$ cat config.mk
export PLATFORM = sky130hd
export DESIGN_NAME = tt_pin_host_flat
export DESIGN_NICKNAME = d
export VERILOG_FILES = /design/src/rtl/tt_pin_pkg.sv /design/src/rtl/tt_pin_host_if.sv /design/src/rtl/tt_pin_timeout.sv /design/src/rtl/tt_pin_host.sv /design/src/flat_wrapper.sv
export SDC_FILE = /design/constraint.sdc
export NUM_CORES = 1
export LEC_CHECK = 0
export BUFFER_PORTS_ARGS = -buffer_cell sky130_fd_sc_hd__buf_2
export CAP_MARGIN = 20
export CORE_UTILIZATION = 45
export CTS_BUF_LIST = sky130_fd_sc_hd__clkbuf_4
export DETAILED_ROUTE_END_ITERATION = 10
export PLACE_DENSITY = 0.69
export SYNTH_ARGS = -nofsm -noshare
export SYNTH_HDL_FRONTEND = slang
export SYNTH_HIERARCHICAL = 1
export SYNTH_SLANG_ARGS = --single-unit
export TNS_END_PERCENT = 10
$ cat constraint.sdc
create_clock -name clk -period 3 [get_ports clk]
set_clock_uncertainty 0.15 [all_clocks]
set_input_delay 0.15 -clock clk [delete_from_list [all_inputs] [get_ports clk]]
set_output_delay 0.15 -clock clk [all_outputs]
set_load 0.1 [all_outputs]
$ cat src/rtl/tt_pin_pkg.sv
// Shared definitions for the TinyTapeout pin-level host.
// Holds the FSM states, the pin bit positions and the default parameter values.
package tt_pin_pkg;

    typedef enum logic [2:0] {
        ST_BOOT   = 3'd0,
        ST_IDLE   = 3'd1,
        ST_SETUP  = 3'd2,
        ST_STROBE = 3'd3,
        ST_WAIT   = 3'd4,
        ST_RESP   = 3'd5
    } state_e;

    localparam int STROBE_BIT         = 0;
    localparam int LAST_BIT           = 1;
    localparam int RSPV_BIT           = 7;

    localparam int CMD_BYTES_DEF      = 2;
    localparam int TIMEOUT_CYCLES_DEF = 255;
    localparam int RST_HOLD_DEF       = 4;

endpackage

$ cat src/rtl/tt_pin_host_if.sv
// Command/response handshake bundle between a requester (master) and tt_pin_host (slave).
interface tt_pin_host_if
    import tt_pin_pkg::*;
#(
    parameter int CMD_BYTES = CMD_BYTES_DEF
);

    logic                   cmd_valid;
    logic                   cmd_ready;
    logic [8*CMD_BYTES-1:0] cmd_data;
    logic                   rsp_valid;
    logic                   rsp_ready;
    logic [7:0]             rsp_data;
    logic                   rsp_timeout;

    modport master (
        output cmd_valid, cmd_data, rsp_ready,
        input  cmd_ready, rsp_valid, rsp_data, rsp_timeout
    );

    modport slave (
        input  cmd_valid, cmd_data, rsp_ready,
        output cmd_ready, rsp_valid, rsp_data, rsp_timeout
    );

endinterface

$ cat src/rtl/tt_pin_timeout.sv
// Loadable 16-bit down-counter; expired_o is high while the count sits at zero.
module tt_pin_timeout (
    input  logic        clk,
    input  logic        rst,
    input  logic        load_i,
    input  logic [15:0] value_i,
    output logic        expired_o
);

    logic [15:0] cnt_q;
    logic [15:0] cnt_d;

    // Load wins over counting; the count parks at zero once reached.
    always_comb begin
        cnt_d = cnt_q;
        if (load_i) begin
            cnt_d = value_i;
        end else if (cnt_q != 16'd0) begin
            cnt_d = cnt_q - 16'd1;
        end else begin
            cnt_d = cnt_q;
        end
    end

    // Counter register.
    always_ff @(posedge clk or posedge rst) begin
        if (rst) begin
            cnt_q <= 16'd0;
        end else begin
            cnt_q <= cnt_d;
        end
    end

    assign expired_o = (cnt_q == 16'd0);

endmodule

$ cat src/rtl/tt_pin_host.sv
// Drives a TinyTapeout chip's pins: boots it, shifts command bytes out with a strobe,
// then waits (bounded) for the chip to flag a response byte on uio_out[7].
module tt_pin_host
    import tt_pin_pkg::*;
#(
    parameter int CMD_BYTES      = CMD_BYTES_DEF,
    parameter int TIMEOUT_CYCLES = TIMEOUT_CYCLES_DEF,
    parameter int RST_HOLD       = RST_HOLD_DEF
) (
    input  logic         clk,
    input  logic         rst,
    tt_pin_host_if.slave cmd_if,
    output logic [7:0]   pin_ui,
    output logic [7:0]   pin_uio,
    input  logic [7:0]   pin_uo,
    input  logic [7:0]   pin_uio_out,
    input  logic [7:0]   pin_uio_oe,
    output logic         pin_ena,
    output logic         pin_rst_n
);

    localparam logic [2:0]  LAST_IDX  = 3'(CMD_BYTES - 1);
    localparam logic [15:0] BOOT_LOAD = 16'(RST_HOLD - 1);
    localparam logic [15:0] WAIT_LOAD = 16'(TIMEOUT_CYCLES - 1);

    state_e                 state_q, state_d;
    logic [8*CMD_BYTES-1:0] frame_q, frame_d;
    logic [2:0]             idx_q, idx_d;
    logic                   armed_q, armed_d;
    logic                   cmd_ready_q, cmd_ready_d;
    logic                   rsp_valid_q, rsp_valid_d;
    logic [7:0]             rsp_data_q, rsp_data_d;
    logic                   rsp_timeout_q, rsp_timeout_d;
    logic [7:0]             pin_ui_q, pin_ui_d;
    logic [7:0]             pin_uio_q, pin_uio_d;
    logic                   pin_on_q, pin_on_d;

    logic                   tmo_load_s;
    logic [15:0]            tmo_value_s;
    logic                   tmo_expired_s;
    logic                   rsp_present_s;
    logic                   unused_s;

    function automatic logic [7:0] frame_byte(input logic [8*CMD_BYTES-1:0] f,
                                              input logic [2:0] k);
        frame_byte = f[8*(CMD_BYTES-1-int'(k)) +: 8];
    endfunction

    assign rsp_present_s = pin_uio_oe[RSPV_BIT] & pin_uio_out[RSPV_BIT];
    assign unused_s      = ^{pin_uio_out[6:0], pin_uio_oe[6:0]};

    tt_pin_timeout u_timeout (
        .clk       (clk),
        .rst       (rst),
        .load_i    (tmo_load_s),
        .value_i   (tmo_value_s),
        .expired_o (tmo_expired_s)
    );

    // Next-state logic; the timer is armed on the first BOOT cycle and on WAIT entry.
    always_comb begin
        state_d       = state_q;
        frame_d       = frame_q;
        idx_d         = idx_q;
        armed_d       = armed_q;
        rsp_data_d    = rsp_data_q;
        rsp_timeout_d = rsp_timeout_q;
        tmo_load_s    = 1'b0;
        tmo_value_s   = 16'd0;
        case (state_q)
            ST_BOOT: begin
                if (!armed_q) begin
                    armed_d     = 1'b1;
                    tmo_load_s  = 1'b1;
                    tmo_value_s = BOOT_LOAD;
                end else if (tmo_expired_s) begin
                    state_d = ST_IDLE;
                end else begin
                    state_d = ST_BOOT;
                end
            end
            ST_IDLE: begin
                if (cmd_if.cmd_valid && cmd_ready_q) begin
                    frame_d = cmd_if.cmd_data;
                    idx_d   = 3'd0;
                    state_d = ST_SETUP;
                end else begin
                    state_d = ST_IDLE;
                end
            end
            ST_SETUP: begin
                state_d = ST_STROBE;
            end
            ST_STROBE: begin
                if (idx_q == LAST_IDX) begin
                    state_d     = ST_WAIT;
                    tmo_load_s  = 1'b1;
                    tmo_value_s = WAIT_LOAD;
                end else begin
                    idx_d   = idx_q + 3'd1;
                    state_d = ST_SETUP;
                end
            end
            ST_WAIT: begin
                // A response seen in the same cycle the timer expires still counts.
                if (rsp_present_s) begin
                    rsp_data_d    = pin_uo;
                    rsp_timeout_d = 1'b0;
                    state_d       = ST_RESP;
                end else if (tmo_expired_s) begin
                    rsp_data_d    = 8'h00;
                    rsp_timeout_d = 1'b1;
                    state_d       = ST_RESP;
                end else begin
                    state_d = ST_WAIT;
                end
            end
            ST_RESP: begin
                if (rsp_valid_q && cmd_if.rsp_ready) begin
                    state_d = ST_IDLE;
                end else begin
                    state_d = ST_RESP;
                end
            end
            default: begin
                state_d = ST_BOOT;
            end
        endcase
    end

    // Output values derived from the next state so every output leaves a flop.
    always_comb begin
        cmd_ready_d = (state_d == ST_IDLE);
        rsp_valid_d = (state_d == ST_RESP);
        pin_on_d    = (state_d != ST_BOOT);
        pin_ui_d    = 8'h00;
        pin_uio_d   = 8'h00;
        if ((state_d == ST_SETUP) || (state_d == ST_STROBE)) begin
            pin_ui_d = frame_byte(frame_d, idx_d);
        end else begin
            pin_ui_d = 8'h00;
        end
        if (state_d == ST_STROBE) begin
            pin_uio_d[STROBE_BIT] = 1'b1;
            pin_uio_d[LAST_BIT]   = (idx_d == LAST_IDX);
        end else begin
            pin_uio_d = 8'h00;
        end
    end

    // State and output registers.
    always_ff @(posedge clk or posedge rst) begin
        if (rst) begin
            state_q       <= ST_BOOT;
            frame_q       <= '0;
            idx_q         <= 3'd0;
            armed_q       <= 1'b0;
            cmd_ready_q   <= 1'b0;
            rsp_valid_q   <= 1'b0;
            rsp_data_q    <= 8'h00;
            rsp_timeout_q <= 1'b0;
            pin_ui_q      <= 8'h00;
            pin_uio_q     <= 8'h00;
            pin_on_q      <= 1'b0;
        end else begin
            state_q       <= state_d;
            frame_q       <= frame_d;
            idx_q         <= idx_d;
            armed_q       <= armed_d;
            cmd_ready_q   <= cmd_ready_d;
            rsp_valid_q   <= rsp_valid_d;
            rsp_data_q    <= rsp_data_d;
            rsp_timeout_q <= rsp_timeout_d;
            pin_ui_q      <= pin_ui_d;
            pin_uio_q     <= pin_uio_d;
            pin_on_q      <= pin_on_d;
        end
    end

    assign cmd_if.cmd_ready   = cmd_ready_q;
    assign cmd_if.rsp_valid   = rsp_valid_q;
    assign cmd_if.rsp_data    = rsp_data_q;
    assign cmd_if.rsp_timeout = rsp_timeout_q;
    assign pin_ui             = pin_ui_q;
    assign pin_uio            = pin_uio_q;
    assign pin_ena            = pin_on_q;
    assign pin_rst_n          = pin_on_q;

endmodule

$ cat src/flat_wrapper.sv
// flat-port wrapper written by rule: the top's interface ports become plain ports
module tt_pin_host_flat import tt_pin_pkg::*;
#(
    parameter int CMD_BYTES      = CMD_BYTES_DEF,
    parameter int TIMEOUT_CYCLES = TIMEOUT_CYCLES_DEF,
    parameter int RST_HOLD       = RST_HOLD_DEF
)
  (clk, rst, pin_ui, pin_uio, pin_uo, pin_uio_out, pin_uio_oe, pin_ena, pin_rst_n, cmd_if_cmd_valid, cmd_if_cmd_data, cmd_if_rsp_ready, cmd_if_cmd_ready, cmd_if_rsp_valid, cmd_if_rsp_data, cmd_if_rsp_timeout);
  tt_pin_host_if #(.CMD_BYTES(CMD_BYTES)) cmd_if_i ();
  input  logic clk;
  input  logic rst;
  output logic [7:0] pin_ui;
  output logic [7:0] pin_uio;
  input  logic [7:0] pin_uo;
  input  logic [7:0] pin_uio_out;
  input  logic [7:0] pin_uio_oe;
  output logic pin_ena;
  output logic pin_rst_n;
  input wire logic [$bits(cmd_if_i.cmd_valid)-1:0] cmd_if_cmd_valid;
  input wire logic [$bits(cmd_if_i.cmd_data)-1:0] cmd_if_cmd_data;
  input wire logic [$bits(cmd_if_i.rsp_ready)-1:0] cmd_if_rsp_ready;
  output wire logic [$bits(cmd_if_i.cmd_ready)-1:0] cmd_if_cmd_ready;
  output wire logic [$bits(cmd_if_i.rsp_valid)-1:0] cmd_if_rsp_valid;
  output wire logic [$bits(cmd_if_i.rsp_data)-1:0] cmd_if_rsp_data;
  output wire logic [$bits(cmd_if_i.rsp_timeout)-1:0] cmd_if_rsp_timeout;
  assign cmd_if_i.cmd_valid = cmd_if_cmd_valid;
  assign cmd_if_i.cmd_data = cmd_if_cmd_data;
  assign cmd_if_i.rsp_ready = cmd_if_rsp_ready;
  assign cmd_if_cmd_ready = cmd_if_i.cmd_ready;
  assign cmd_if_rsp_valid = cmd_if_i.rsp_valid;
  assign cmd_if_rsp_data = cmd_if_i.rsp_data;
  assign cmd_if_rsp_timeout = cmd_if_i.rsp_timeout;
  tt_pin_host #(.CMD_BYTES(CMD_BYTES), .TIMEOUT_CYCLES(TIMEOUT_CYCLES), .RST_HOLD(RST_HOLD)) u_core (.clk(clk), .rst(rst), .cmd_if(cmd_if_i), .pin_ui(pin_ui), .pin_uio(pin_uio), .pin_uo(pin_uo), .pin_uio_out(pin_uio_out), .pin_uio_oe(pin_uio_oe), .pin_ena(pin_ena), .pin_rst_n(pin_rst_n));
endmodule
# Word level (Yosys, flattened, before mapping)
# Index checks and enable logic that the tools add are counted.
# word_totals
register_bits	61
elab_cells	65
inputBits	44
# classes
add_sub_neg	3
n_eq_ne	11
shift	1
mux	27
n_bitwise	1
reduce_logical	10
# ops
operator	n
$mux 16	4
$mux 8	4
$pmux 16 s2	1
$shiftx 16x32->8	1
$mux 3	6
$pmux 3 s6	1
$logic_not 16->1	1
$reduce_bool 16->1	1
$sub 16x1->16 const B	1
$eq 3x1->1 const B	4
$eq 3x2->1 const B	4
$eq 3x3->1 const B	3
$mux 1	6
$mux 2	3
$pmux 3 s2	1
$reduce_bool 2->1	2
$sub 1x3->4 const A	1
$add 3x1->3 const B	1
$logic_not 3->1	1
$reduce_bool 3->1	1
$logic_and 1x1->1	2
$pmux 1 s2	1
$reduce_and 2->1	1
$and 1x1->1	1
$logic_or 1x1->1	1

# Logic depth before layout (Yosys ltp)
# depth
ltp_word	7
ltp_mapped	9
depth_no_buf	9

# By module
# The synthesis kept the hierarchy.
# modules_own_cells
mod	area_each_um2	seq_area_each_um2	cells_each	instances
tt_pin_host	2180.8	1126.1	198	1
tt_pin_timeout	993.5	400.4	102	1

# Worst setup path before layout
# No wires, ideal clock.
# synth_timing
path_type	flip-flop to flip-flop
start	reg u_core.cmd_ready_q, in the netlist u_core/cmd_if.cmd_ready
end	reg u_core.pin_ui_q[0], in the netlist u_core/pin_ui[0]
n_path_buf	1
synth_period_minus_slack_ns	2.653
required_ns	2.764
setup_time_ns	0.086
setup_slack_ns	0.347
stages_incl_launch_ff	8
t_arrival_ns	2.417
path_cell_list	dfrtp_1 -> and3_1 -> clkbuf_2 -> a22oi_1 -> a21oi_1 -> ha_1 -> a211o_4 -> nor3_1
# synth_via
elab_chain_cells	6
# synth_lines
item	line_no	text
start: declaration	tt_pin_host.sv:30	logic cmd_ready_q, cmd_ready_d;
start signal: assignment	tt_pin_host.sv:170	cmd_ready_q <= cmd_ready_d;
$logic_and 1x1->1 (*)	tt_pin_host.sv:83	if (cmd_if.cmd_valid && cmd_ready_q) begin
$mux 3 or $mux 2 (tied branches)	tt_pin_host.sv:83	
$pmux 3 s2 or $pmux 3 s6 (tied branches)	tt_pin_host.sv:70	case (state_q)
$sub 1x3->4 or $eq 3x2->1 (tied branches)	tt_pin_host.sv:46, tt_pin_host.sv:138	
$shiftx 16x32->8 or $logic_or 1x1->1 (tied branches)	tt_pin_host.sv:46, tt_pin_host.sv:138	
$mux 8 (*)	tt_pin_host.sv:138	if ((state_d == ST_SETUP) || (state_d == ST_STROBE)) begin
net u_core.pin_ui_d[0]	tt_pin_host.sv:34	logic [7:0] pin_ui_q, pin_ui_d;
end signal: assignment	tt_pin_host.sv:174	pin_ui_q <= pin_ui_d;
end: declaration	tt_pin_host.sv:34	
# Mark *: on every way through the listed nets, which the timed path passes. The rest lies on a longest branch.
# A chain may end at the register's enable or synchronous reset.

# Worst setup path after layout
# layout_timing
start	reg u_core.idx_q[0]
end	reg u_core.pin_ui_q[6], in the netlist u_core/pin_ui[6]
# layout_via
elab_chain_cells	6
# layout_lines
item	line_no	text
start: declaration	tt_pin_host.sv:28	logic [2:0] idx_q, idx_d;
start signal: assignment	tt_pin_host.sv:168	idx_q <= idx_d;
$add 3x1->3 or $eq 3x1->1 (tied branches)	tt_pin_host.sv:100, tt_pin_host.sv:95	
$mux 3	tt_pin_host.sv:95	if (idx_q == LAST_IDX) begin
$pmux 3 s2 or $pmux 3 s6 (tied branches)	tt_pin_host.sv:70	
$sub 1x3->4 or $eq 3x2->1 (tied branches)	tt_pin_host.sv:46, tt_pin_host.sv:138	
$shiftx 16x32->8 or $logic_or 1x1->1 (tied branches)	tt_pin_host.sv:46, tt_pin_host.sv:138	
$mux 8 (*)	tt_pin_host.sv:138	
net u_core.pin_ui_d[6]	tt_pin_host.sv:34	
# Marks and branches as above.

==> metrics.cfg <==
[outcome]
status=completed

[yosys]
syn_inst=300
yosysTopAreaCellShare=0.481
synthFlopType=dfrtp_1
yosys.area_share.simple=0.227
avgSynthCellArea_um2=10.6
syn_area_mm2=0.00317
synth_mux_area_frac=0.00985
synth_compound_area_frac=0.180
synth_top_area_cell=dfrtp_1
async_flop_share=1.00
synth_fa_ha_area_frac=0.0158
synth_top_family_by_area=simple AND/OR/NAND/NOR gates
synth_edf_count=0
synth_xor_area_frac=0.0304
yosys-top-cells-area=dfrtp_1 48%, and3_1 3.7%, nand2_1 3.0%
synth-seq-cells=61
synth_cell_types=60
yosys_warnings=6
seq_area_frac_synth=0.481

[final_layout]
layout-drive-gt1-share=0.258
layout_common_cells=61 x dfrtp_1, 52 x buf_2, 26 x dlygate4sd3_1
layout_commonest_cell=dfrtp_1
nets=435
final_cells=487
n_antenna_cell=0
area.growth.synth_to_final_pct=24.0

[grt]
grt_first_pass_wirelength_um=11300
grt_overflow=0
grt_start_max_net_pins=46
grt_use_total=0.199
antenna_found_initial=0
grt_pass1_vias=2511

[sta]
fin_crit_ps=2630
rsz0062_at_grt=no
hold_viol=0
fin_crit_sh=0.878
tns_ps=0
tightestPinTransition_ps=613
setup_violations=0
final_max_slew_viol_count=0
max_freq_mhz=380
layout_setup_ws_ps=366
slew_headroom=0.591
hold_ws_ps=44.2

[flow_run]
maxCapViolCount=0

[clocking]
cts-root-buf=clkbuf_4
clock-sinks=61
path_clk_slew_ps=110
cts_buffer_depth=2
cts_setup_buffers=0
clk_latency_ps=400
cts_tree=built
cts_hold_buf=26
htreeDepth=3
cts_resized=0
cts_buffers=9

[floorplanning]
row_count=30
core_mm2=0.00679
die_area_mm2=0.00739
die_w_um=86.0
pin_count=73
die_y_um=86.0
start_util=0.467

[worst_setup_path]
path_max_fanout=8
path_cells=ha_1 > nor2b_2 > nor4_1 > a21oi_1 > ha_1 > a211o_4 > nor3_1
critPathTopFamily=simple AND/OR/NAND/NOR gates
critPathRequiredTime_ps=3160
critPathLaunchType=register
cpMostUsedCell=ha_1
crit_buf_inv=0
path_class=register to register
endpoint_kind=register
cp_slowest_stage_delay_ps=500
critPathArrivalTime_ps=2800
cp_slowest_cell=dfrtp_1

[place]
dpl_worst_slack_ps=386
place_inst=445
portBuffers=52
hpwl_um=4420
place_congestion=0.791

[drt]
wl_per_cell_um=14.2
num_vias=2508
totalWireLength_um=6940
dr.pass1.iters=4
drt_iter0_drc=72
via_per_inst=5.15
route.detailed.drc=0
antenna_left=0

[power]
peakVddDrop_v=0.000716
p_leak_nw=1.97
p_per_area_mw_per_mm2=1130
power_mw=4.45

[min_path]
worst_hold_path_type=input port to asynchronous set/reset pin

==> stage by stage <==
step	util	area [µm²]
after global routing	0.580	3940
after CTS	0.577	3920
after global placement	0.516	3510
final	0.580	3940
after detailed placement	0.516	3510
after floorplan	-	3220
==> final cells by class <==
| type | instances | area [µm²] |
|---|---|---|
| well taps | 96 | 120 |
| repair buffers | 84 | 578 |
| clock buffers | 10 | 75.1 |
| inverters | 11 | 41.3 |
| fillers | 559 | 2860 |
| clock inverters | 5 | 76.3 |
| multi-input cells | 220 | 1520 |
| flip-flops and latches | 61 | 1530 |
==> cell families (layout without fill, tap and decap cells) <==
logic type / Yosys count / in the layout
simple gates: 115 / 115
compound gates: 73 / 73
flops: 61 / 61
buf+inv: 32 / 110
xor+xnor: 11 / 11
fa+ha+maj: 4 / 4
mux: 3 / 3
other cells: 1 / 14
==> worst min-delay path: stages <==
cell and delay [ps]:
dlygate4sd3_1 530, buf_2 130, inv_2 160
==> flip-flops by register name, indices dropped and copies added (netlist names) <==
register and count:
u_core/armed_q 1, u_core/cmd_if.cmd_ready 1, u_core/cmd_if.rsp_data 8, u_core/cmd_if.rsp_timeout 1, u_core/cmd_if.rsp_valid 1, u_core/frame_q 16
u_core/idx_q 3, u_core/pin_ena 1, u_core/pin_ui 8, u_core/pin_uio 2, u_core/state_q 3, u_core/u_timeout/cnt_q 16
==> cell usage after synthesis (5+ instances only) <==
| cell type | count |
|---|---|
| a221oi_1 | 8 |
| xnor2_1 | 10 |
| nand2_1 | 25 |
| nor2_1 | 11 |
| a21o_1 | 10 |
| nor3_1 | 11 |
| nor4_1 | 9 |
| inv_1 | 11 |
| dfrtp_1 | 61 |
| a22o_1 | 9 |
| and3_1 | 19 |
| buf_4 | 8 |
| a21oi_1 | 12 |
| nand2b_1 | 5 |
| a21boi_0 | 8 |
| or2_2 | 9 |
| clkbuf_1 | 7 |
==> routing by layer <==
layer	vias to the layer above	track usage	routed length [µm]
li1	1246	-	-
met1	1197	0.235	3070
met2	50	0.335	3470
met3	15	0.0626	247
met4	0	0.0848	152
met5	-	0	0
==> power breakdown <==
part	switching [mW]	internal [mW]
Sequential	0.304	1.18
Clock	0.295	0.339
Combinational	1.62	0.710
Total	2.22	2.23
==> final timing paths <==
check	start	to	slack, ps	cells after the start
max reg2reg	u_core/idx_q[0]$_DFF_PP0_	u_core/pin_ui[6]$_DFF_PP0_	370	7
min reg2reg	u_core/frame_q[3]$_DFF_PP0_	u_core/frame_q[3]$_DFF_PP0_	340	1
min in group clk	pin_uio_out[7]	u_core/cmd_if.rsp_timeout$_DFFE_PP0P_	110	3
min	rst	u_core/cmd_if.rsp_data[4]$_DFFE_PP0P_	40	3
max in group asynchronous	rst	u_core/u_timeout/cnt_q[11]$_DFFE_PP0P_	2070	3
max	u_core/idx_q[0]$_DFF_PP0_	u_core/pin_ui[6]$_DFF_PP0_	370	7
Power figures use the tool's default switching activity.
